File: src/rtl/dmem_lsu_ctrl_pkg.sv
// Shared types for the dmem load/store controller: access sizes, FSM states
// and the bus widths.
package dmem_lsu_ctrl_pkg;

  localparam int ADDR_LEN = 32;
  localparam int DATA_LEN = 32;

  typedef enum logic [1:0] {
    SZ_BYTE = 2'd0,
    SZ_HALF = 2'd1,
    SZ_WORD = 2'd2
  } size_e;

  typedef enum logic [1:0] {
    LSU_IDLE    = 2'd0,
    LSU_LD_WAIT = 2'd1,
    LSU_RMW_WR  = 2'd2,
    LSU_RESP    = 2'd3
  } lsu_state_e;

  // The unused size code 3 behaves as a word access.
  function automatic size_e norm_size(input logic [1:0] raw);
    case (raw)
      2'd0:    return SZ_BYTE;
      2'd1:    return SZ_HALF;
      default: return SZ_WORD;
    endcase
  endfunction

endpackage

File: src/rtl/dmem_lsu_ctrl_if.sv
// Request/response channel from the memory stage plus the dmem port.
// Both channels use valid/ready: a transfer happens on a rising clock edge
// where valid and ready are both 1; valid must not drop before that edge.
interface dmem_lsu_ctrl_if;
  import dmem_lsu_ctrl_pkg::*;

  logic                req_valid;
  logic                req_ready;
  logic                req_we;
  logic [1:0]          req_size;
  logic                req_unsigned;
  logic [ADDR_LEN-1:0] req_addr;
  logic [DATA_LEN-1:0] req_wdata;
  logic                resp_valid;
  logic                resp_ready;
  logic [DATA_LEN-1:0] resp_rdata;
  logic                resp_err;
  logic [ADDR_LEN-1:0] dmem_addr;
  logic [DATA_LEN-1:0] dmem_wdata;
  logic                dmem_we;
  logic [DATA_LEN-1:0] dmem_rdata;

  modport slave (
    input  req_valid, req_we, req_size, req_unsigned, req_addr, req_wdata,
           resp_ready, dmem_rdata,
    output req_ready, resp_valid, resp_rdata, resp_err,
           dmem_addr, dmem_wdata, dmem_we
  );

  modport master (
    output req_valid, req_we, req_size, req_unsigned, req_addr, req_wdata,
           resp_ready, dmem_rdata,
    input  req_ready, resp_valid, resp_rdata, resp_err,
           dmem_addr, dmem_wdata, dmem_we
  );

endinterface

File: src/rtl/dmem_lsu_ctrl_byte_lane.sv
// Byte-lane unit: extracts and extends load data from a dmem word and merges
// byte/half store data into a dmem word for read-modify-write.
module dmem_lsu_ctrl_byte_lane
  import dmem_lsu_ctrl_pkg::*;
(
  input  logic [DATA_LEN-1:0] word_i,
  input  logic [1:0]          off_i,
  input  size_e               size_i,
  input  logic                unsigned_i,
  input  logic [15:0]         wdata_i,
  output logic [DATA_LEN-1:0] load_o,
  output logic [DATA_LEN-1:0] merge_o
);

  logic [7:0]  byte_sel;
  logic [15:0] half_sel;

  always_comb begin
    case (off_i)
      2'd0:    byte_sel = word_i[7:0];
      2'd1:    byte_sel = word_i[15:8];
      2'd2:    byte_sel = word_i[23:16];
      default: byte_sel = word_i[31:24];
    endcase
    half_sel = off_i[1] ? word_i[31:16] : word_i[15:0];

    load_o  = word_i;
    merge_o = word_i;
    case (size_i)
      SZ_BYTE: begin
        load_o = {{24{~unsigned_i & byte_sel[7]}}, byte_sel};
        case (off_i)
          2'd0:    merge_o[7:0]   = wdata_i[7:0];
          2'd1:    merge_o[15:8]  = wdata_i[7:0];
          2'd2:    merge_o[23:16] = wdata_i[7:0];
          default: merge_o[31:24] = wdata_i[7:0];
        endcase
      end
      SZ_HALF: begin
        load_o = {{16{~unsigned_i & half_sel[15]}}, half_sel};
        if (off_i[1]) merge_o[31:16] = wdata_i;
        else          merge_o[15:0]  = wdata_i;
      end
      default: ;  // word stores bypass the merge path
    endcase
  end

endmodule

File: src/rtl/dmem_lsu_ctrl.sv
// Initiator for the single-port data BRAM: loads, word stores and byte/half
// read-modify-write stores. DMEM_MISALIGN_CHK_EN enables misalignment errors.
module dmem_lsu_ctrl
  import dmem_lsu_ctrl_pkg::*;
(
  input  logic           clk,
  input  logic           reset_n,
  dmem_lsu_ctrl_if.slave bus,
  output lsu_state_e     state_dbg_o
);

  lsu_state_e          state_q, state_d;
  logic [ADDR_LEN-1:0] addr_q, addr_d;
  size_e               size_q, size_d;
  logic                uns_q, uns_d;
  logic [15:0]         wdata_q, wdata_d;
  logic                resp_valid_q, resp_valid_d;
  logic [DATA_LEN-1:0] resp_rdata_q, resp_rdata_d;
  logic                resp_err_q, resp_err_d;

  size_e               req_sz;
  logic [1:0]          req_off;
  logic                req_mis;
  logic [DATA_LEN-1:0] lane_load, lane_merge;
  logic                req_ready_c, dmem_we_c;
  logic [ADDR_LEN-1:0] dmem_addr_c;
  logic [DATA_LEN-1:0] dmem_wdata_c;

  always_comb begin
    req_sz  = norm_size(bus.req_size);
    req_off = bus.req_addr[1:0];
`ifdef DMEM_MISALIGN_CHK_EN
    req_mis = ((req_sz == SZ_HALF) && req_off[0]) ||
              ((req_sz == SZ_WORD) && (req_off != 2'b00));
`else
    req_mis = 1'b0;
    if (req_sz == SZ_HALF)      req_off[0] = 1'b0;
    else if (req_sz == SZ_WORD) req_off    = 2'b00;
`endif
  end

  dmem_lsu_ctrl_byte_lane u_lane (
    .word_i     (bus.dmem_rdata),
    .off_i      (addr_q[1:0]),
    .size_i     (size_q),
    .unsigned_i (uns_q),
    .wdata_i    (wdata_q),
    .load_o     (lane_load),
    .merge_o    (lane_merge)
  );

  always_comb begin
    state_d      = state_q;
    addr_d       = addr_q;
    size_d       = size_q;
    uns_d        = uns_q;
    wdata_d      = wdata_q;
    resp_valid_d = resp_valid_q;
    resp_rdata_d = resp_rdata_q;
    resp_err_d   = resp_err_q;
    req_ready_c  = 1'b0;
    dmem_we_c    = 1'b0;
    dmem_wdata_c = '0;
    dmem_addr_c  = {2'b00, addr_q[ADDR_LEN-1:2]};

    case (state_q)
      LSU_IDLE: begin
        req_ready_c = 1'b1;
        dmem_addr_c = {2'b00, bus.req_addr[ADDR_LEN-1:2]};
        if (bus.req_valid) begin
          addr_d  = {bus.req_addr[ADDR_LEN-1:2], req_off};
          size_d  = req_sz;
          uns_d   = bus.req_unsigned;
          wdata_d = bus.req_wdata[15:0];
          if (req_mis) begin
            resp_valid_d = 1'b1;
            resp_rdata_d = '0;
            resp_err_d   = 1'b1;
            state_d      = LSU_RESP;
          end else if (!bus.req_we) begin
            state_d = LSU_LD_WAIT;
          end else if (req_sz == SZ_WORD) begin
            dmem_we_c    = 1'b1;
            dmem_wdata_c = bus.req_wdata;
            resp_valid_d = 1'b1;
            resp_rdata_d = '0;
            resp_err_d   = 1'b0;
            state_d      = LSU_RESP;
          end else begin
            // Sub-word store: this cycle is the read half of the RMW.
            state_d = LSU_RMW_WR;
          end
        end
      end
      LSU_LD_WAIT: begin
        resp_valid_d = 1'b1;
        resp_rdata_d = lane_load;
        resp_err_d   = 1'b0;
        state_d      = LSU_RESP;
      end
      LSU_RMW_WR: begin
        dmem_we_c    = 1'b1;
        dmem_wdata_c = lane_merge;
        resp_valid_d = 1'b1;
        resp_rdata_d = '0;
        resp_err_d   = 1'b0;
        state_d      = LSU_RESP;
      end
      default: begin
        if (bus.resp_ready) begin
          resp_valid_d = 1'b0;
          state_d      = LSU_IDLE;
        end
      end
    endcase

    // While reset is held the dmem port must be quiet, including the
    // combinational IDLE paths.
    if (!reset_n) begin
      dmem_we_c    = 1'b0;
      dmem_addr_c  = '0;
      dmem_wdata_c = '0;
    end
  end

  always_ff @(posedge clk or negedge reset_n) begin
    if (!reset_n) begin
      state_q      <= LSU_IDLE;
      addr_q       <= '0;
      size_q       <= SZ_BYTE;
      uns_q        <= 1'b0;
      wdata_q      <= '0;
      resp_valid_q <= 1'b0;
      resp_rdata_q <= '0;
      resp_err_q   <= 1'b0;
    end else begin
      state_q      <= state_d;
      addr_q       <= addr_d;
      size_q       <= size_d;
      uns_q        <= uns_d;
      wdata_q      <= wdata_d;
      resp_valid_q <= resp_valid_d;
      resp_rdata_q <= resp_rdata_d;
      resp_err_q   <= resp_err_d;
    end
  end

  assign bus.req_ready  = req_ready_c;
  assign bus.resp_valid = resp_valid_q;
  assign bus.resp_rdata = resp_rdata_q;
  assign bus.resp_err   = resp_err_q;
  assign bus.dmem_addr  = dmem_addr_c;
  assign bus.dmem_wdata = dmem_wdata_c;
  assign bus.dmem_we    = dmem_we_c;
  assign state_dbg_o    = state_q;

endmodule

File: src/flat_wrapper.sv
// flat-port wrapper written by rule: the top's interface ports become plain ports
module dmem_lsu_ctrl_flat import dmem_lsu_ctrl_pkg::*;
  (clk, reset_n, state_dbg_o, bus_req_valid, bus_req_we, bus_req_size, bus_req_unsigned, bus_req_addr, bus_req_wdata, bus_resp_ready, bus_dmem_rdata, bus_req_ready, bus_resp_valid, bus_resp_rdata, bus_resp_err, bus_dmem_addr, bus_dmem_wdata, bus_dmem_we);
  dmem_lsu_ctrl_if bus_i ();
  input  logic clk;
  input  logic reset_n;
  output lsu_state_e state_dbg_o;
  input wire logic [$bits(bus_i.req_valid)-1:0] bus_req_valid;
  input wire logic [$bits(bus_i.req_we)-1:0] bus_req_we;
  input wire logic [$bits(bus_i.req_size)-1:0] bus_req_size;
  input wire logic [$bits(bus_i.req_unsigned)-1:0] bus_req_unsigned;
  input wire logic [$bits(bus_i.req_addr)-1:0] bus_req_addr;
  input wire logic [$bits(bus_i.req_wdata)-1:0] bus_req_wdata;
  input wire logic [$bits(bus_i.resp_ready)-1:0] bus_resp_ready;
  input wire logic [$bits(bus_i.dmem_rdata)-1:0] bus_dmem_rdata;
  output wire logic [$bits(bus_i.req_ready)-1:0] bus_req_ready;
  output wire logic [$bits(bus_i.resp_valid)-1:0] bus_resp_valid;
  output wire logic [$bits(bus_i.resp_rdata)-1:0] bus_resp_rdata;
  output wire logic [$bits(bus_i.resp_err)-1:0] bus_resp_err;
  output wire logic [$bits(bus_i.dmem_addr)-1:0] bus_dmem_addr;
  output wire logic [$bits(bus_i.dmem_wdata)-1:0] bus_dmem_wdata;
  output wire logic [$bits(bus_i.dmem_we)-1:0] bus_dmem_we;
  assign bus_i.req_valid = bus_req_valid;
  assign bus_i.req_we = bus_req_we;
  assign bus_i.req_size = bus_req_size;
  assign bus_i.req_unsigned = bus_req_unsigned;
  assign bus_i.req_addr = bus_req_addr;
  assign bus_i.req_wdata = bus_req_wdata;
  assign bus_i.resp_ready = bus_resp_ready;
  assign bus_i.dmem_rdata = bus_dmem_rdata;
  assign bus_req_ready = bus_i.req_ready;
  assign bus_resp_valid = bus_i.resp_valid;
  assign bus_resp_rdata = bus_i.resp_rdata;
  assign bus_resp_err = bus_i.resp_err;
  assign bus_dmem_addr = bus_i.dmem_addr;
  assign bus_dmem_wdata = bus_i.dmem_wdata;
  assign bus_dmem_we = bus_i.dmem_we;
  dmem_lsu_ctrl u_core (.clk(clk), .reset_n(reset_n), .bus(bus_i), .state_dbg_o(state_dbg_o));
endmodule
File: config.mk
export PLATFORM = sky130hd
export DESIGN_NAME = dmem_lsu_ctrl_flat
export DESIGN_NICKNAME = d
export VERILOG_FILES = /design/src/rtl/dmem_lsu_ctrl_pkg.sv /design/src/rtl/dmem_lsu_ctrl_if.sv /design/src/rtl/dmem_lsu_ctrl_byte_lane.sv /design/src/rtl/dmem_lsu_ctrl.sv /design/src/flat_wrapper.sv
export SDC_FILE = /design/constraint.sdc
export NUM_CORES = 1
export LEC_CHECK = 0
export BUFFER_PORTS_ARGS = -buffer_cell sky130_fd_sc_hd__buf_2
export CAP_MARGIN = 10
export CORE_MARGIN = 4
export CORE_UTILIZATION = 45
export DETAILED_ROUTE_END_ITERATION = 16
export HOLD_SLACK_MARGIN = 0.12
export PLACE_DENSITY = 0.84
export SYNTH_ARGS = -nofsm -noshare
export SYNTH_HDL_FRONTEND = slang
export SYNTH_SLANG_ARGS = --single-unit
export TNS_END_PERCENT = 10
File: constraint.sdc
create_clock -name clk -period 2.1 [get_ports clk]
set_input_delay 0.21 -clock clk [delete_from_list [all_inputs] [get_ports clk]]
set_output_delay 0.21 -clock clk [all_outputs]
set_load 0.02 [all_outputs]
[Yosys cells after proc, flatten, opt, wreduce, memory -nomap -nowiden]
Cells that the tools add are included.
Operators by class
  equal/unequal tests: 11
  muxes and demuxes: 45
  bitwise gates (word level): 3
  reductions and logical operators: 14
Operator list (count)
  $mux 32: 7
  $pmux 32 s2: 3
  $pmux 32 s3: 1
  $mux 30: 2
  $mux 16: 3
  $mux 8: 4
  $pmux 8 s3: 1
  $mux 1: 15
  $reduce_and 4->1: 3
  $eq 2x1->1 const B: 5
  $logic_not 2->1: 4
  $mux 2: 4
  $pmux 2 s2: 2
  $eq 2x2->1 const B: 3
  $pmux 1 s2: 3
  $reduce_bool 3->1: 2
  $ne 2x2->1 const B: 2
  $reduce_and 2->1: 2
  $reduce_or 3->1: 1
  $and 1x1->1: 2
  $ne 2x1->1 const B: 1
  $reduce_bool 2->1: 1
  $reduce_or 2->1: 1
  $not 1->1: 1
Word-level totals
  register bits after elaboration: 87
  input port bits: 104
  output and inout bits: 102
  word-level logic and storage cells: 81

[Longest topological paths before layout]
  depth after elaboration: 8
  depth in mapped cells: 8
  mapped depth without buffers: 6

[Modules after synthesis]
A second synthesis with hierarchy kept.
Unflattened totals
  cell total of the unflattened synthesis: 670
  area total of the unflattened synthesis: 6298.5 µm²
By module, submodules not included
  dmem_lsu_ctrl: instances 1, cells an instance 421, area each 4566.9 µm²
  dmem_lsu_ctrl_byte_lane: instances 1, cells an instance 249, area each 1731.7 µm²

[Worst setup path before layout]
OpenSTA, ideal clock, no wires.
  path kind: register -> output
  start: register u_core.state_q[0], in the netlist u_core.state_dbg_o[0]
  end: output port bus_dmem_wdata[0]
  arrival time: 2106 ps
  required time: 1890 ps
  slack: -216 ps
  stages on the path, launching flop included: 9
  cell sequence: dfrtp_1 > inv_1 > ha_1 > nand2_1 > nor2_1 > and2_0 > clkbuf_1 > buf_2 > o2bb2ai_1
On the way
  longest elaborated chain between the ends: 3
  elaborated cells between the ends (all ways): 4
  classes of those cells: eq/ne: 1; mux: 2; reduce/logical: 1
Ends and longest elaborated chain
  start: declaration: RTL line dmem_lsu_ctrl.sv:12  | lsu_state_e state_q, state_d;
  start signal: assignment: RTL line dmem_lsu_ctrl.sv:137  | state_q <= state_d;
  $eq 2x2->1 or $logic_not 2->1 (tied branches): RTL line dmem_lsu_ctrl.sv:66  | case (state_q)
  $pmux 32 s2 (*): RTL line dmem_lsu_ctrl.sv:66
  $mux 32 (*): RTL line dmem_lsu_ctrl.sv:119  | if (!reset_n) begin
  end: declaration: RTL line flat_wrapper.sv:21  | output wire logic [$bits(bus_i.dmem_wdata)-1:0] bus_dmem_wdata;
Every way passes the cells marked *; elsewhere a longest branch is shown, timed or not.

[Worst setup path in the final report]
  start: register u_core.state_q[1], in the netlist u_core.state_dbg_o[1]
  end: output port bus_dmem_wdata[2]
Same word-level chain as after synthesis.

==> results.tsv <==
stage	metric	value	unit
run_status	status	finished, violations left	
run_status	violations	negative setup slack	
logic_synthesis	ys_ff_latch	86	
final_layout	stdcell_count	910	
critical_path	start_kind	flop	
worst_hold_path	hp-start	bus_req_addr[19]	
logic_synthesis	synthCells	503	
floorplanning	rows	39	
clock_tree	cts_tree	done	
sta	whs	125	ps
critical_path	r2r_end	u_core.bus.resp_rdata[29]	
clock_tree	clk_latency	350	ps
route	drtAntennaViolNets	0	
sta	hold_viol	0	
place	place_area	6490	µm²
route	wl_met1	7.06	mm
critical_path	endpoint_kind	output port	
logic_synthesis	yosysWarnings	0	
critical_path	rrSetupSlack	0	ps
route	routed_wl	18.8	mm
sta	grt_setup_unrepaired	yes	
final_layout	nets	870	
run	maxCapViolCount	0	
critical_path	cp_data_arrival_time	1940	ps
floorplanning	fp.dieH	116	µm
final_layout	area_growth	48.8	%
sta	fin_crit	2150	ps
sta	slew_viol_final	0	
clock_tree	cts_buffers	9	
place	portBuffers	202	
floorplanning	core	11400	µm²
sta	skew	5.66	ps
final_layout	diodes	0	
logic_synthesis	syn_area_per_cell	10.5	µm²
grt	antenna_found_initial	0	
route	wire_per_inst	20.6	µm
sta	tightest_slew	861	ps
sta	fin_ws	-53.0	ps
logic_synthesis	ys.flop_type	dfrtp_1	
critical_path	path_max_fanout	7	
route	drcViolationCount	0	
power	peakVddDrop	915	µV
logic_synthesis	synthTopCellsByArea	dfrtp_1 41%, mux2_2 12%, mux2i_1 9.3%, o2bb2ai_1 5.0%, nor2b_1 4.0%	
grt	grt_overflow	0	
route	wl_met2	9.16	mm
logic_synthesis	yosysTopAreaCell	dfrtp_1	
sta	maxSlewHeadroom	42.6	%
floorplanning	die_area	13500	µm²
clock_tree	cts_sinks	86	
route	dr.max_layer_used	met4	
worst_hold_path	hold_class	input port to flop	
critical_path	critPathKind	flop to output port	
final_layout	drive_gt1_share	48.4	%
power	leakage	0.00368	µW
sta	fmax	464	MHz
critical_path	cp.required	1890	ps
logic_synthesis	synth_top_area_share	40.8	%
logic_synthesis	ys_types	47	
place	hpwl	12.7	mm
power	power.density	1470	nW/µm²
place	place_congestion	0.953	
critical_path	reg2reg_depth	5	
sta	period_share	103	%
route	dr.first_iter.drc_count	713	
grt	grt_max_degree	55	
logic_synthesis	synth_enable_flop_cells	0	
grt	grt_pass1_wl	27.7	mm
sta	setup_viol_count_final	16	
clock_tree	h-tree-depth	3	
logic_synthesis	synth_common_cells	86 x dfrtp_1, 57 x mux2_2, 49 x mux2i_1	
grt	grt.total_usage	26.3	%
clock_tree	clkTransAtPathRegs	60	ps
critical_path	cp-startpoint	u_core.state_dbg_o[1]	
clock_tree	cts_root_buffer	clkbuf_16	
route	wl_met3	1.95	mm
route	vias	5416	
place	post-place-cells	835	
floorplanning	initial_utilization	46.1	%
logic_synthesis	async_reset_ff_share	100	%
route	viasPerCell	5.95	
clock_tree	clock_path_buffers	2	
logic_synthesis	syn-cell-area	5270	µm²
logic_synthesis	yosysMostFrequentCell	dfrtp_1	
grt	grt_pass1_vias	5352	
logic_synthesis	yosysSeqAreaShare	40.8	%
critical_path	r2r-start	u_core.addr_q[0]	
critical_path	crit_end	bus_dmem_wdata[2]	
route	drt_first_pass_iters	6	
final_layout	final_area	7840	µm²
floorplanning	die-width	116	µm
floorplanning	pin_count	206	
## cell families after synthesis
family                   Yosys count  synth area share, %
AO/OA/AOI/OAI                    138                 20.7
AND/OR/NAND/NOR                  122                 12.0
multiplexers                     106                 21.5
flip-flops                        86                 40.8
buffers and inverters             46                 3.89
adder cells (fa/ha/maj)            4                0.950
other                              1               0.0712
## flip-flops by register name, summed over array words and instances, names as in the netlist
name,flops
u_core.addr_q,32
u_core.bus.resp_rdata,32
u_core.bus.resp_valid,1
u_core.size_q,2
u_core.state_dbg_o,2
u_core.uns_q,1
u_core.wdata_q,16
## power breakdown
part | internal [µW] | switching [µW] | total [µW]
sequential | 2500 | 635 | 3130
clock | 1080 | 674 | 1750
combinational | 2970 | 3690 | 6660
## worst max-delay path: stages, from the launching register on
cell and delay (ps):
dfrtp_1 390, inv_2 90, ha_4 170, nand2_4 60, nor2_4 110, and2_4 210
buf_12 130, clkbuf_16 150, o2bb2ai_1 130, buf_4 170
## how the worst min path moves through the flow
stage | to | cells after the start
floorplan | u_core.addr_q[0] | 0
global placement | u_core.addr_q[1] | 1
detailed placement | u_core.wdata_q[14] | 1
CTS | u_core.addr_q[19] | 2
global route | u_core.wdata_q[6] | 2
finish | u_core.addr_q[19] | 2
## layer usage
metal	vias up	global-route usage, %
li1	2421	-
met1	2591	33.0
met2	344	43.7
met3	60	6.79
met4	0	10.2
met5	-	0
## final cells by class
class | instances | area, µm²
inverters | 7 | 26.3
well taps | 143 | 179
clock buffers | 11 | 243
repair buffers | 285 | 2010
multi-input cells | 373 | 3150
flip-flops and latches | 86 | 2150
clock inverters | 5 | 82.6
fillers | 830 | 3580
## through the flow
step / setup WS, ps / utilization (%) / TNS (ps) / total power (µW)
global route: -187 / 68.7 / -3580 / 12200
CTS: -90.6 / 65.2 / -1900 / 11000
finish: -53.0 / 68.7 / -351 / 11500
floorplan: 5.12 / - / 0 / 7050
global placement: -19.9 / 56.8 / -182 / 8650
detailed placement: -210 / 56.8 / -2820 / 8870
## placed cells by master, fill, tap and decap left out, types with 3 or more instances in the layout
cell type      count
inv_1              5
buf_12             4
buf_2            171
o221ai_1          18
buf_6             12
dlygate4sd3_1     37
nand2_1           27
conb_1             3
or2_2              8
o2bb2ai_2          7
o2bb2ai_4          3
o21ai_0           25
o22a_1             7
nor3_1             3
clkbuf_16         11
mux2_2            57
a21oi_1           11
nor2b_1           33
o221ai_2           4
nand2b_1          13
mux2i_1           48
dfrtp_1           85
o2bb2ai_1         20
a221o_2            8
a221o_1            9
a221oi_1           6
buf_8              3
buf_4             52
nor2_2             3
nor2_1            20
o31ai_1            4
## repair_timing
action                                  in CTS  in global routing
resized for setup                           47                 54
hold endpoints to repair                    73                  0
endpoints found under the setup margin      79                109
gates cloned                                 3                  2
hold buffers                                38                  0
pin swaps                                    3                  9
setup buffers                                5                 11
Note: power is estimated with default switching activity, not from simulation.
